`src/rtl/sync_arb_pkg.sv`:
```
// Shared types and constants for the synchronizer channel arbiter.
//   sync_arb_state_t : arbiter FSM states
//   SYNC_STAGES      : depth of the shared synchronizer shift register
//   MIN_TIMEOUT      : smallest legal TIMEOUT_CYCLES
package sync_arb_pkg;

   localparam int unsigned SYNC_STAGES = 3;
   localparam int unsigned MIN_TIMEOUT = 5;

   typedef enum logic [1:0] {
      IDLE   = 2'd0,
      LAUNCH = 2'd1,
      WAIT   = 2'd2,
      DRAIN  = 2'd3
   } sync_arb_state_t;

endpackage

```
`src/rtl/rr_arbiter.sv`:
```
// Combinational round-robin arbiter.
//   req   : request vector
//   ptr   : index the search starts from (wraps modulo NUM_REQ)
//   grant : one-hot winner, all-zero when req is zero
//   idx   : encoded winner index, 0 when req is zero
module rr_arbiter #(
   parameter int unsigned NUM_REQ = 4,
   parameter int unsigned IDX_W   = $clog2(NUM_REQ)
) (
   input  logic [NUM_REQ-1:0] req,
   input  logic [IDX_W-1:0]   ptr,
   output logic [NUM_REQ-1:0] grant,
   output logic [IDX_W-1:0]   idx
);

   // Walk offsets from farthest to nearest so the requester closest to ptr is written last and wins.
   always_comb begin
      int unsigned cand;
      grant = '0;
      idx   = '0;
      cand  = 0;
      for (int unsigned n = 0; n < NUM_REQ; n++) begin
         cand = (32'(ptr) + (NUM_REQ - 1 - n)) % NUM_REQ;
         if (|(req & (NUM_REQ'(1) << cand))) begin
            grant = NUM_REQ'(1) << cand;
            idx   = IDX_W'(cand);
         end
      end
   end

endmodule

```
`src/rtl/sync_chan_arb.sv`:
```
// Round-robin scheduler sharing one synchronizer shift register among NUM_REQ requesters.
//   clk, reset          : clock, asynchronous active-high reset
//   req_i, req_data_i   : level requests and flattened per-requester launch data
//   grant_o             : one-hot pulse when a request is accepted
//   done_o / err_o      : one-hot pulse on completion / timeout of the owner's transfer
//   rdata_o             : last captured synchronizer output, rdata_owner_o its owner
//   busy_o              : arbiter not idle
//   sr_enable_o, sr_d_o : synchronizer launch handshake and data
//   sr_enable_ack_i, sr_valid_i, sr_q_i : synchronizer acknowledge, valid and output data
module sync_chan_arb
   import sync_arb_pkg::*;
#(
   parameter int unsigned NUM_REQ        = 4,
   parameter int unsigned DATA_BIT_WIDTH = 3,
   parameter int unsigned TIMEOUT_CYCLES = 16
) (
   input  logic                               clk,
   input  logic                               reset,
   input  logic [NUM_REQ-1:0]                 req_i,
   input  logic [NUM_REQ*DATA_BIT_WIDTH-1:0]  req_data_i,
   output logic [NUM_REQ-1:0]                 grant_o,
   output logic [NUM_REQ-1:0]                 done_o,
   output logic [NUM_REQ-1:0]                 err_o,
   output logic [DATA_BIT_WIDTH-1:0]          rdata_o,
   output logic [$clog2(NUM_REQ)-1:0]         rdata_owner_o,
   output logic                               busy_o,
   output logic                               sr_enable_o,
   output logic [DATA_BIT_WIDTH-1:0]          sr_d_o,
   input  logic                               sr_enable_ack_i,
   input  logic                               sr_valid_i,
   input  logic [DATA_BIT_WIDTH-1:0]          sr_q_i
);

   localparam int unsigned IDX_W = $clog2(NUM_REQ);
   localparam int unsigned CNT_W = $clog2(TIMEOUT_CYCLES + 1);

   if (NUM_REQ < 2 || DATA_BIT_WIDTH <= 1 || TIMEOUT_CYCLES < MIN_TIMEOUT) begin : g_param_check
      $error("sync_chan_arb: illegal NUM_REQ, DATA_BIT_WIDTH or TIMEOUT_CYCLES");
   end

   sync_arb_state_t           state;
   logic [IDX_W-1:0]          ptr;
   logic [IDX_W-1:0]          owner;
   logic [CNT_W-1:0]          tmo_cnt;

   logic [NUM_REQ-1:0]        arb_grant;
   logic [IDX_W-1:0]          arb_idx;
   logic [DATA_BIT_WIDTH-1:0] arb_data;
   logic [IDX_W-1:0]          ptr_next;
   logic [NUM_REQ-1:0]        owner_onehot;
   logic [CNT_W-1:0]          tmo_cnt_inc;
   logic                      timeout_hit;

   rr_arbiter #(
      .NUM_REQ (NUM_REQ),
      .IDX_W   (IDX_W)
   ) u_rr_arbiter (
      .req   (req_i),
      .ptr   (ptr),
      .grant (arb_grant),
      .idx   (arb_idx)
   );

   assign arb_data     = DATA_BIT_WIDTH'(req_data_i >> (32'(arb_idx) * DATA_BIT_WIDTH));
   assign ptr_next     = (arb_idx == IDX_W'(NUM_REQ - 1)) ? '0 : arb_idx + IDX_W'(1);
   assign owner_onehot = NUM_REQ'(1) << owner;

   // Counter is cleared at grant, so it reads TIMEOUT_CYCLES-1 during the last allowed cycle.
   assign timeout_hit  = (tmo_cnt == CNT_W'(TIMEOUT_CYCLES - 1));
   assign tmo_cnt_inc  = (tmo_cnt == CNT_W'(TIMEOUT_CYCLES)) ? tmo_cnt : tmo_cnt + CNT_W'(1);

   // Arbiter FSM with registered outputs; pulses default low every cycle.
   always_ff @(posedge clk or posedge reset) begin
      if (reset) begin
         state         <= IDLE;
         ptr           <= '0;
         owner         <= '0;
         tmo_cnt       <= '0;
         grant_o       <= '0;
         done_o        <= '0;
         err_o         <= '0;
         rdata_o       <= '0;
         rdata_owner_o <= '0;
         busy_o        <= 1'b0;
         sr_enable_o   <= 1'b0;
         sr_d_o        <= '0;
      end else begin
         grant_o <= '0;
         done_o  <= '0;
         err_o   <= '0;
         case (state)
            IDLE: begin
               if (|req_i) begin
                  grant_o     <= arb_grant;
                  owner       <= arb_idx;
                  sr_d_o      <= arb_data;
                  ptr         <= ptr_next;
                  tmo_cnt     <= '0;
                  sr_enable_o <= 1'b1;
                  busy_o      <= 1'b1;
                  state       <= LAUNCH;
               end
            end
            LAUNCH: begin
               tmo_cnt <= tmo_cnt_inc;
               if (timeout_hit) begin
                  err_o       <= owner_onehot;
                  sr_enable_o <= 1'b0;
                  state       <= DRAIN;
               end else if (sr_enable_ack_i) begin
                  sr_enable_o <= 1'b0;
                  state       <= WAIT;
               end
            end
            WAIT: begin
               tmo_cnt <= tmo_cnt_inc;
               // Completion takes priority over a timeout expiring in the same cycle.
               if (sr_valid_i) begin
                  rdata_o       <= sr_q_i;
                  rdata_owner_o <= owner;
                  done_o        <= owner_onehot;
                  state         <= DRAIN;
               end else if (timeout_hit) begin
                  err_o       <= owner_onehot;
                  sr_enable_o <= 1'b0;
                  state       <= DRAIN;
               end
            end
            DRAIN: begin
               // Let a multi-cycle valid finish before accepting the next request.
               if (!sr_valid_i) begin
                  busy_o <= 1'b0;
                  state  <= IDLE;
               end
            end
            default: begin
               busy_o <= 1'b0;
               state  <= IDLE;
            end
         endcase
      end
   end

endmodule

```
`config.mk`:
```
export PLATFORM = sky130hd
export DESIGN_NAME = sync_chan_arb
export DESIGN_NICKNAME = d
export VERILOG_FILES = /design/src/rtl/sync_arb_pkg.sv /design/src/rtl/rr_arbiter.sv /design/src/rtl/sync_chan_arb.sv
export SDC_FILE = /design/constraint.sdc
export NUM_CORES = 1
export LEC_CHECK = 0
export ABC_AREA = 1
export BUFFER_PORTS_ARGS = -buffer_cell sky130_fd_sc_hd__buf_2
export CAP_MARGIN = 20
export CORE_ASPECT_RATIO = 1.25
export CORE_UTILIZATION = 35
export CTS_BUF_LIST = sky130_fd_sc_hd__clkbuf_8
export CTS_CLUSTER_DIAMETER = 80
export DETAILED_ROUTE_END_ITERATION = 8
export PLACE_DENSITY = 0.6
export SYNTH_ARGS = -nofsm -noshare
export SYNTH_HDL_FRONTEND = slang
export SYNTH_SLANG_ARGS = --single-unit
export TNS_END_PERCENT = 1
```
`constraint.sdc`:
```
create_clock -name clk -period 2.3 [get_ports clk]
set_clock_uncertainty 0.15 [all_clocks]
set_input_delay 0.23 -clock clk [delete_from_list [all_inputs] [get_ports clk]]
set_output_delay 0.23 -clock clk [all_outputs]
set_load 0.05 [all_outputs]
```
Word-level counts from Yosys, hierarchy flattened

Index checks and enable logic that the tools add are counted.

Register bits: 33

Equality and inequality tests: 13
Reduce and logical (&&, ||, !) cells: 16
Mux-type cells: 34
Multipliers: 1
$add $sub $neg: 5
Bitwise logic cells: 4
Shift-type cells: 6

Operators by type and width:

| operator                                                            | number |
|---|---|
| 4-bit two-way mux                                                   | 10 |
| 2-bit two-way mux                                                   | 11 |
| 4-bit OR reduction                                                  | 5 |
| 1-bit by 2-bit << shifter with 4-bit output (first input constant)  | 5 |
| 4-bit AND                                                           | 4 |
| 12-bit by 4-bit right shift with 3-bit output                       | 1 |
| 5-bit two-way mux                                                   | 2 |
| 2-bit inequality test (second input constant)                       | 5 |
| 5-bit one-hot mux with 2 select lines                               | 1 |
| 2-bit one-hot mux with 4 select lines                               | 1 |
| 4-bit one-hot mux with 2 select lines                               | 1 |
| 2-bit == test (second input constant)                               | 3 |
| 1-bit two-way mux                                                   | 6 |
| 3-bit inequality test (second input constant)                       | 2 |
| 3-bit AND reduction                                                 | 2 |
| 5-bit by 1-bit adder with 5-bit output (second input constant)      | 1 |
| 5-bit by 4-bit == test with 1-bit output (second input constant)    | 1 |
| 5-bit == test (second input constant)                               | 1 |
| 5-bit AND reduction                                                 | 1 |
| 2-bit by 1-bit adder with 2-bit output (second input constant)      | 2 |
| 2-bit adder (second input constant)                                 | 2 |
| 2-bit by 2-bit multiplier with 4-bit output (second input constant) | 1 |
| 2-bit AND reduction                                                 | 2 |
| 4-bit AND reduction                                                 | 1 |
| other kinds (7)                                                     | 8 |

Depth between registers and ports, before layout

Gate-level depths: netlist of run 1.

Depth in word-level cells: 10
Depth in mapped cells: 17

Cells and area by module

A second synthesis of run 1 with hierarchy kept.

Cells, all modules: 312
Area, all modules: 2255.9 um^2

Modules (own cells, without submodules):

| module        | times used | area each (um^2) | seq. area each (um^2) | cells an instance |
|---|---|---|---|---|
| sync_chan_arb | 1          | 1704.1           | 825.8                 | 210 |
| rr_arbiter    | 1          | 551.8            | 0.0                   | 102 |

Worst setup path after synthesis of run 1

Ideal clock, no wire load.

Kind: register -> register
Start point: register ptr[0]
End point: register sr_d_o[0]
Path slack: 303 ps
Cell stages (with the launch flop): 16
Path buffers: 1
Library setup time: 118 ps
Arrival: 1729 ps
Cells stage by stage: dfrtp_1 inv_1 ha_1 nand2_1 nand2_2 nor2_4 buf_6 inv_2 a21oi_2 nand2_1 nand2_2 inv_2 nand2_1 nand2_1 nand2_1 nand2_1

Word-level cells in the longest chain between the ends: 10
Elaborated cells between the ends (all ways): 21
Those cells by class: add/sub (3); mul (1); shift (5); mux (4); bitwise (4); reduce/logical (4)

RTL lines:

| element                                           | RTL line            | RTL |
|---|---|---|
| start: declaration                                | sync_chan_arb.sv:42 | `logic [IDX_W-1:0] ptr;` |
| start signal: assignment                          | sync_chan_arb.sv:97 | `ptr <= ptr_next;` |
| 2-bit adder                                       | rr_arbiter.sv:23    | `cand = (32'(ptr) + (NUM_REQ - 1 - n)) % NUM_REQ;` |
| 1-bit by 2-bit << shifter with 4-bit output       | rr_arbiter.sv:24    | `if (\|(req & (NUM_REQ'(1) << cand))) begin` |
| 4-bit AND                                         | rr_arbiter.sv:24    |  |
| 4-bit OR reduction                                | rr_arbiter.sv:24    |  |
| 2-bit two-way mux (3 in series)                   | rr_arbiter.sv:24    |  |
| 2-bit two-way mux (*)                             | rr_arbiter.sv:24    |  |
| 2-bit by 2-bit multiplier with 4-bit output (*)   | sync_chan_arb.sv:64 | `assign arb_data = DATA_BIT_WIDTH'(req_data_i >> (32'(arb_idx) * DATA_BIT_WIDTH));` |
| 12-bit by 4-bit right shift with 3-bit output (*) | sync_chan_arb.sv:64 |  |
| end signal: assignment                            | sync_chan_arb.sv:96 | `sr_d_o <= arb_data;` |
| end: declaration                                  | sync_chan_arb.sv:28 | `output logic [DATA_BIT_WIDTH-1:0] sr_d_o,` |

Mark *: on every way between the ends. The rest lies on a longest branch, timed or not.
A chain may end at the register's enable or synchronous reset.

Worst setup path in the final report of run 1

Start point: register ptr[0]
End point: register sr_d_o[2]

The elaborated chain is that of the path after synthesis.

==> flow_summary.toml, run 1 <==
[floorplanning]
die_w_um = 70.26
initial_utilization = 0.3694
rows = 30
die_y_um = 87.32
io_pins = 45
dieArea_um2 = 6135
core_area_um2 = 5518

[setup_path]
end_kind = "register"
cp_data_arrival_time_ns = 2.12
worstPathMaxFanout = 8
startpoint_type = "register"
cp.required_ns = 2.32
worstSetupPathType = "reg -> reg"

[route]
wl_um = 4211
vias = 1774
wl_per_cell_um = 11.05
vias_per_cell = 4.656
drtIter0Drc = 49
ant_nets = 0
drt_drc_violations_left = 0
first_pass_iters = 4

[placement]
hpwl_um = 3290
place.gp.congestion = 0.8246
numPortBuffers = 44
post-place-ws_ns = 0.05653
placed_area_um2 = 2331

[cells_and_area]
n_antenna_cell = 0
final_area_um2 = 2512
syn2layout_area_growth_pct = 23.27
nets = 352
drive_gt1_frac = 0.2902

[logic_synthesis]
yosys_warnings = 0
synth_top_area_frac = 0.4052
async_flop_share = 1.000
synthTopCellsByArea = "dfrtp_1, nand2_1, ha_1"
seq_area_frac_synth = 0.4052
synth.largest_area_cell = "dfrtp_1"
syn_inst = 260
yosysUniqueCellTypes = 26
synth_most_common_cell = "nand2_1"
syn_area_um2 = 2038
syn_nets = 296
synth-edff-count = 0
ys_ff_latch = 33
ys.flop_type = "dfrtp_1"
synthTopCellsByCount = "nand2_1, dfrtp_1, inv_1"
avgSynthCellArea_um2 = 7.839

[clock_tree]
cts_sinks = 33
clock_path_buffers = 2
cts_max_level = 2
clk_latency_ns = 0.28
tritoncts = "built"
clock_tree.root_cell = "clkbuf_8"
clkTransAtPathRegs_ns = 0.07
cts_buffers = 5

[sta]
worst_slew_pin_slew_ns = 0.4192
post-route-period-util = 0.9103
final-hold-violation-count = 0
fmax_mhz = 477.6
rsz0062_at_grt = "false"
slew_violations = 0
slew_headroom = 0.7205
tns_ns = 0
setup_ws_ns = 0.2063
period_minus_slack_ns = 2.094
finalSetupViolCount = 0

[global_routing]
grt_pass1_wl_um = 7113
antenna_found_initial = 0
first_global_vias = 1682
grt_overflow_total = 0
grt_max_degree = 34
grt_usage = 0.1433

[power]
leakagePower_nw = 1.369
cellPowerDensity_nw_per_um2 = 1619
ir_worst_vdd_mv = 0.4410
total_power_mw = 4.069

[run_status]
status = "completed"

[run]
max_cap_viol_count = 0

[hold_path]
hold_class = "in -> reg"
metal layers:
metal  up-vias  GRT usage  wire [um]
met4         0    0.04364         55
met3         5    0.02894        137
met5         -          0          0
met1       805     0.1677       1852
li1        935          -          -
met2        29     0.2615       2166
cell families (layout without fill, tap and decap cells):
logic type	Yosys count	count (layout)	share of synthesized area
flops	33	33	0.4052
fa+ha+maj	13	13	0.07981
simple gates	138	139	0.3284
buf+inv	38	94	0.08103
xor+xnor	1	1	0.004298
compound gates	37	37	0.1013
what timing repair did:
item | in CTS | in global routing
hold endpoints to repair | 35 | 0
buffers inserted | 0 | 1
hold buffers | 3 | 0
resized for setup | 0 | 2
endpoints found under the setup margin | 0 | 7
path summary, 6_finish.rpt:
check                           slack (ns)  depth (start not counted)         from          end
worst max-delay path                  0.21                         14       ptr[0]    sr_d_o[2]
worst min-delay path                0.0008                          3    sr_q_i[2]   rdata_o[2]
worst max register to register        0.21                         14       ptr[0]    sr_d_o[2]
worst min register to register        0.33                          2  sr_enable_o  sr_enable_o
max in group asynchronous             1.23                          4        reset       ptr[0]
min in group asynchronous             0.44                          4        reset   rdata_o[0]
layout by cell type (no fill, tap or decap), types with 4 or more instances in the layout:
cell       n
nand3_1   16
buf_2     44
nand2_4    5
a21oi_1    9
buf_4      5
nand2_2   14
ha_1      12
o21ai_1    4
clkbuf_8   5
nor2_1    17
inv_1     26
inv_2      8
nor3_1     5
nand2_1   74
dfrtp_1   32
o21ai_0   15
stage by stage:
stage                 util  std cells  hold slack (ns)
floorplan                -        260           0.1896
global placement    0.4224        368           0.1932
detailed placement  0.4224        368           0.2019
CTS                 0.4522        379         0.001566
global route        0.4553        381          0.02370
finish              0.4553        381        0.0008033
registers in the layout (all words and copies together) (netlist names):
signal	cells
state	2
sr_d_o	3
tmo_cnt	5
rdata_owner_o	2
sr_enable_o	1
err_o	4
rdata_o	3
owner	2
ptr	2
busy_o	1
done_o	4
grant_o	4
critical path, stage by stage (launching register included):
cell and delay [ns]:
dfrtp_2 0.43, inv_1 0.09, ha_1 0.30, nand2_1 0.14, nand4_4 0.15, inv_2 0.15
nand2_2 0.08, nand2_4 0.10, nand2_4 0.08, nand2_1 0.06, nand2_1 0.05, nand2_1 0.05
nand2_1 0.04, nand2_1 0.05, nand2_1 0.05
report_power, final:
part | total, mW | internal [mW] | leakage, nW | switching [mW]
logic | 2.49 | 0.797 | 0.877 | 1.70
registers | 0.934 | 0.792 | 0.423 | 0.143
clock network | 0.641 | 0.430 | 0.0681 | 0.211
total | 4.07 | 2.02 | 1.37 | 2.05
layout make-up:
type,count,area (um2)
clock buffers,5,68.82
flip-flops and latches,33,827.0
fillers,567,3005
well taps,64,80.08
inverters,34,127.6
repair buffers,52,287.8
multi-input cells,190,1056
clock inverters,3,65.06
(Power assumes the default switching activity.)
==> run 2, diff against run 1 <==
--- a/config.mk
+++ b/config.mk
@@ -5,8 +5,8 @@
 export SDC_FILE = /design/constraint.sdc
 export NUM_CORES = 1
 export LEC_CHECK = 0
-export ABC_AREA = 1
-export BUFFER_PORTS_ARGS = -buffer_cell sky130_fd_sc_hd__buf_2
+export ABC_AREA = 0
+export BUFFER_PORTS_ARGS = -buffer_cell sky130_fd_sc_hd__clkbuf_2
 export CAP_MARGIN = 20
 export CORE_ASPECT_RATIO = 1.25
 export CORE_UTILIZATION = 35
==> flow_summary.toml, run 2 <==
[cells_and_area]
top_register = "tmo_cnt"
num-fill-cells = 505
register_area_um2 = 827.0
n_antenna_cell = 0
final_area_um2 = 2618
drive_gt1_frac = 0.3963
syn2layout_area_growth_pct = 34.19
nets = 305
final_common_cell = "clkbuf_2"
layout_common_cells = "clkbuf_2, dfrtp_1, buf_4"
fin_cells = 334
multiInputGateArea_um2 = 1125
largest_reg_flops = 5

[logic_synthesis]
async_flop_share = 1.000
ys_ff_latch = 33
yosysUniqueCellTypes = 45
syn_nets = 231
seq_area_frac_synth = 0.4233
ys.flop_type = "dfrtp_1"
avgSynthCellArea_um2 = 10.00
synth-edff-count = 0
syn_inst = 195
synth_most_common_cell = "dfrtp_1"
synth.largest_area_cell = "dfrtp_1"
synthTopCellsByCount = "dfrtp_1, nor2_1, ha_1, nand2_1"
synth_top_area_frac = 0.4233
syn_area_um2 = 1951
synthTopCellsByArea = "dfrtp_1, ha_1, nor2_1"
yosys_warnings = 0

[sta]
slew_headroom = 0.5379
slew_violations = 0
rsz0062_at_grt = "true"
worst_slew_pin_slew_ns = 0.6918
post-route-period-util = 1.024
tns_ns = -0.1639
finalSetupViolCount = 4
fmax_mhz = 424.4
setup_ws_ns = -0.05612
final-hold-violation-count = 0
period_minus_slack_ns = 2.356

[power]
ir_worst_vdd_mv = 0.8490
total_power_mw = 4.477
cellPowerDensity_nw_per_um2 = 1710
leakagePower_nw = 1.273

[setup_path]
slowest_stage = "dfrtp_2"
worstSetupPathType = "reg -> reg"
worstPathMaxFanout = 5
startpoint_type = "register"
end_kind = "register"
cp_data_arrival_time_ns = 2.41
cp.required_ns = 2.36
cpPeakStageDelay_ns = 0.43
worstPathCellList = "inv_2, ha_4, a222oi_1, and2_4, o21ai_4, o311ai_4, o211ai_1, a31oi_1"

[clock_tree]
clock_path_buffers = 2
cts_sinks = 33
cts_max_level = 2
cts_buffers = 5
clock_tree.root_cell = "clkbuf_8"
clk_latency_ns = 0.28
tritoncts = "built"
clkTransAtPathRegs_ns = 0.07

[global_routing]
grt_usage = 0.1598
grt_max_degree = 34
grt_pass1_wl_um = 7224
antenna_found_initial = 0
first_global_vias = 1666
grt_overflow_total = 0

[floorplanning]
die_w_um = 68.77
die_y_um = 85.47
dieArea_um2 = 5877
core_area_um2 = 5405
initial_utilization = 0.3609
io_pins = 45
rows = 30

[route]
ant_nets = 0
wl_um = 4295
drt_drc_violations_left = 0
drtIter0Drc = 51
wl_per_cell_um = 12.86
first_pass_iters = 4
vias_per_cell = 5.135
vias = 1715

[placement]
placed_area_um2 = 2376
numPortBuffers = 44
hpwl_um = 3135
post-place-ws_ns = -0.1367
place.gp.congestion = 0.9535
post-place-cells = 318

[run]
max_cap_viol_count = 0

[run_status]
status = "complete, but fails checks"
violations = "negative setup slack"

[hold_path]
hold_class = "in -> reg"
## run 2: logic make-up after synthesis
kind of cell | synth area share
AO/OA/AOI/OAI | 0.2470
XOR/XNOR | 0.004491
adder cells (fa/ha/maj) | 0.08339
buffers and inverters | 0.05003
flip-flops | 0.4233
multiplexers | 0.04041
AND/OR/NAND/NOR | 0.1514
## run 2: layout make-up
| class | instances | area share |
|---|---|---|
| Clock inverter | 1 | 0.001912 |
| Multi-Input combinational cell | 146 | 0.4297 |
| Clock buffer | 7 | 0.03681 |
| Inverter | 9 | 0.01291 |
| Timing Repair Buffer | 74 | 0.1721 |
| Tap cell | 64 | 0.03059 |
| Sequential cell | 33 | 0.3160 |
## run 2: stage by stage
step,util,hold slack [ns]
global placement,0.4396,0.1728
CTS,0.4759,0.007036
finish,0.4843,0.01644
detailed placement,0.4396,0.1791
floorplan,-,0.2088
global route,0.4843,0.02071
## run 2: critical path: cells and delay by family, from the launching register on
family	cells	cell delay (ns)
DFF	1	0.43
buffers and inverters	1	0.08
and+or+nand+nor	1	0.28
adders and majority gates	1	0.16
AOI/OAI and AO/OA	5	1.16
## run 2: routing by layer
| layer | track usage | vias up | share of wire |
|---|---|---|---|
| met5 | 0 | - | 0 |
| met4 | 0.07607 | 0 | 0.020 |
| met3 | 0.02016 | 9 | 0.038 |
| met2 | 0.2701 | 51 | 0.49 |
| met1 | 0.1948 | 795 | 0.45 |
| li1 | - | 860 | - |
## run 2: worst paths after layout
| check | slack (ns) | end | cells past startpoint | from |
|---|---|---|---|---|
| max | -0.06 | sr_d_o[2] | 8 | ptr[1] |
| min | 0.02 | rdata_o[0] | 2 | sr_q_i[0] |
| max reg2reg | -0.06 | sr_d_o[2] | 8 | ptr[1] |
| min reg2reg | 0.33 | sr_enable_o | 1 | sr_enable_o |
| max in group asynchronous | 1.26 | ptr[1] | 4 | reset |
| min in group asynchronous | 0.41 | tmo_cnt[0] | 4 | reset |
## run 2: where the power goes
group	switching, mW	internal, mW	total, mW
sequential	0.169	0.803	0.972
clock	0.210	0.270	0.481
combinational	1.74	1.29	3.02
total	2.12	2.36	4.48
## run 2: timing repair
item                                    CTS  global route
buffers inserted                          5             1
pin swaps                                10             7
resized for setup                         8             8
hold buffers                              2             0
endpoints found under the setup margin    7            11
gates cloned                              0             0
endpoints found under the hold margin    34             0
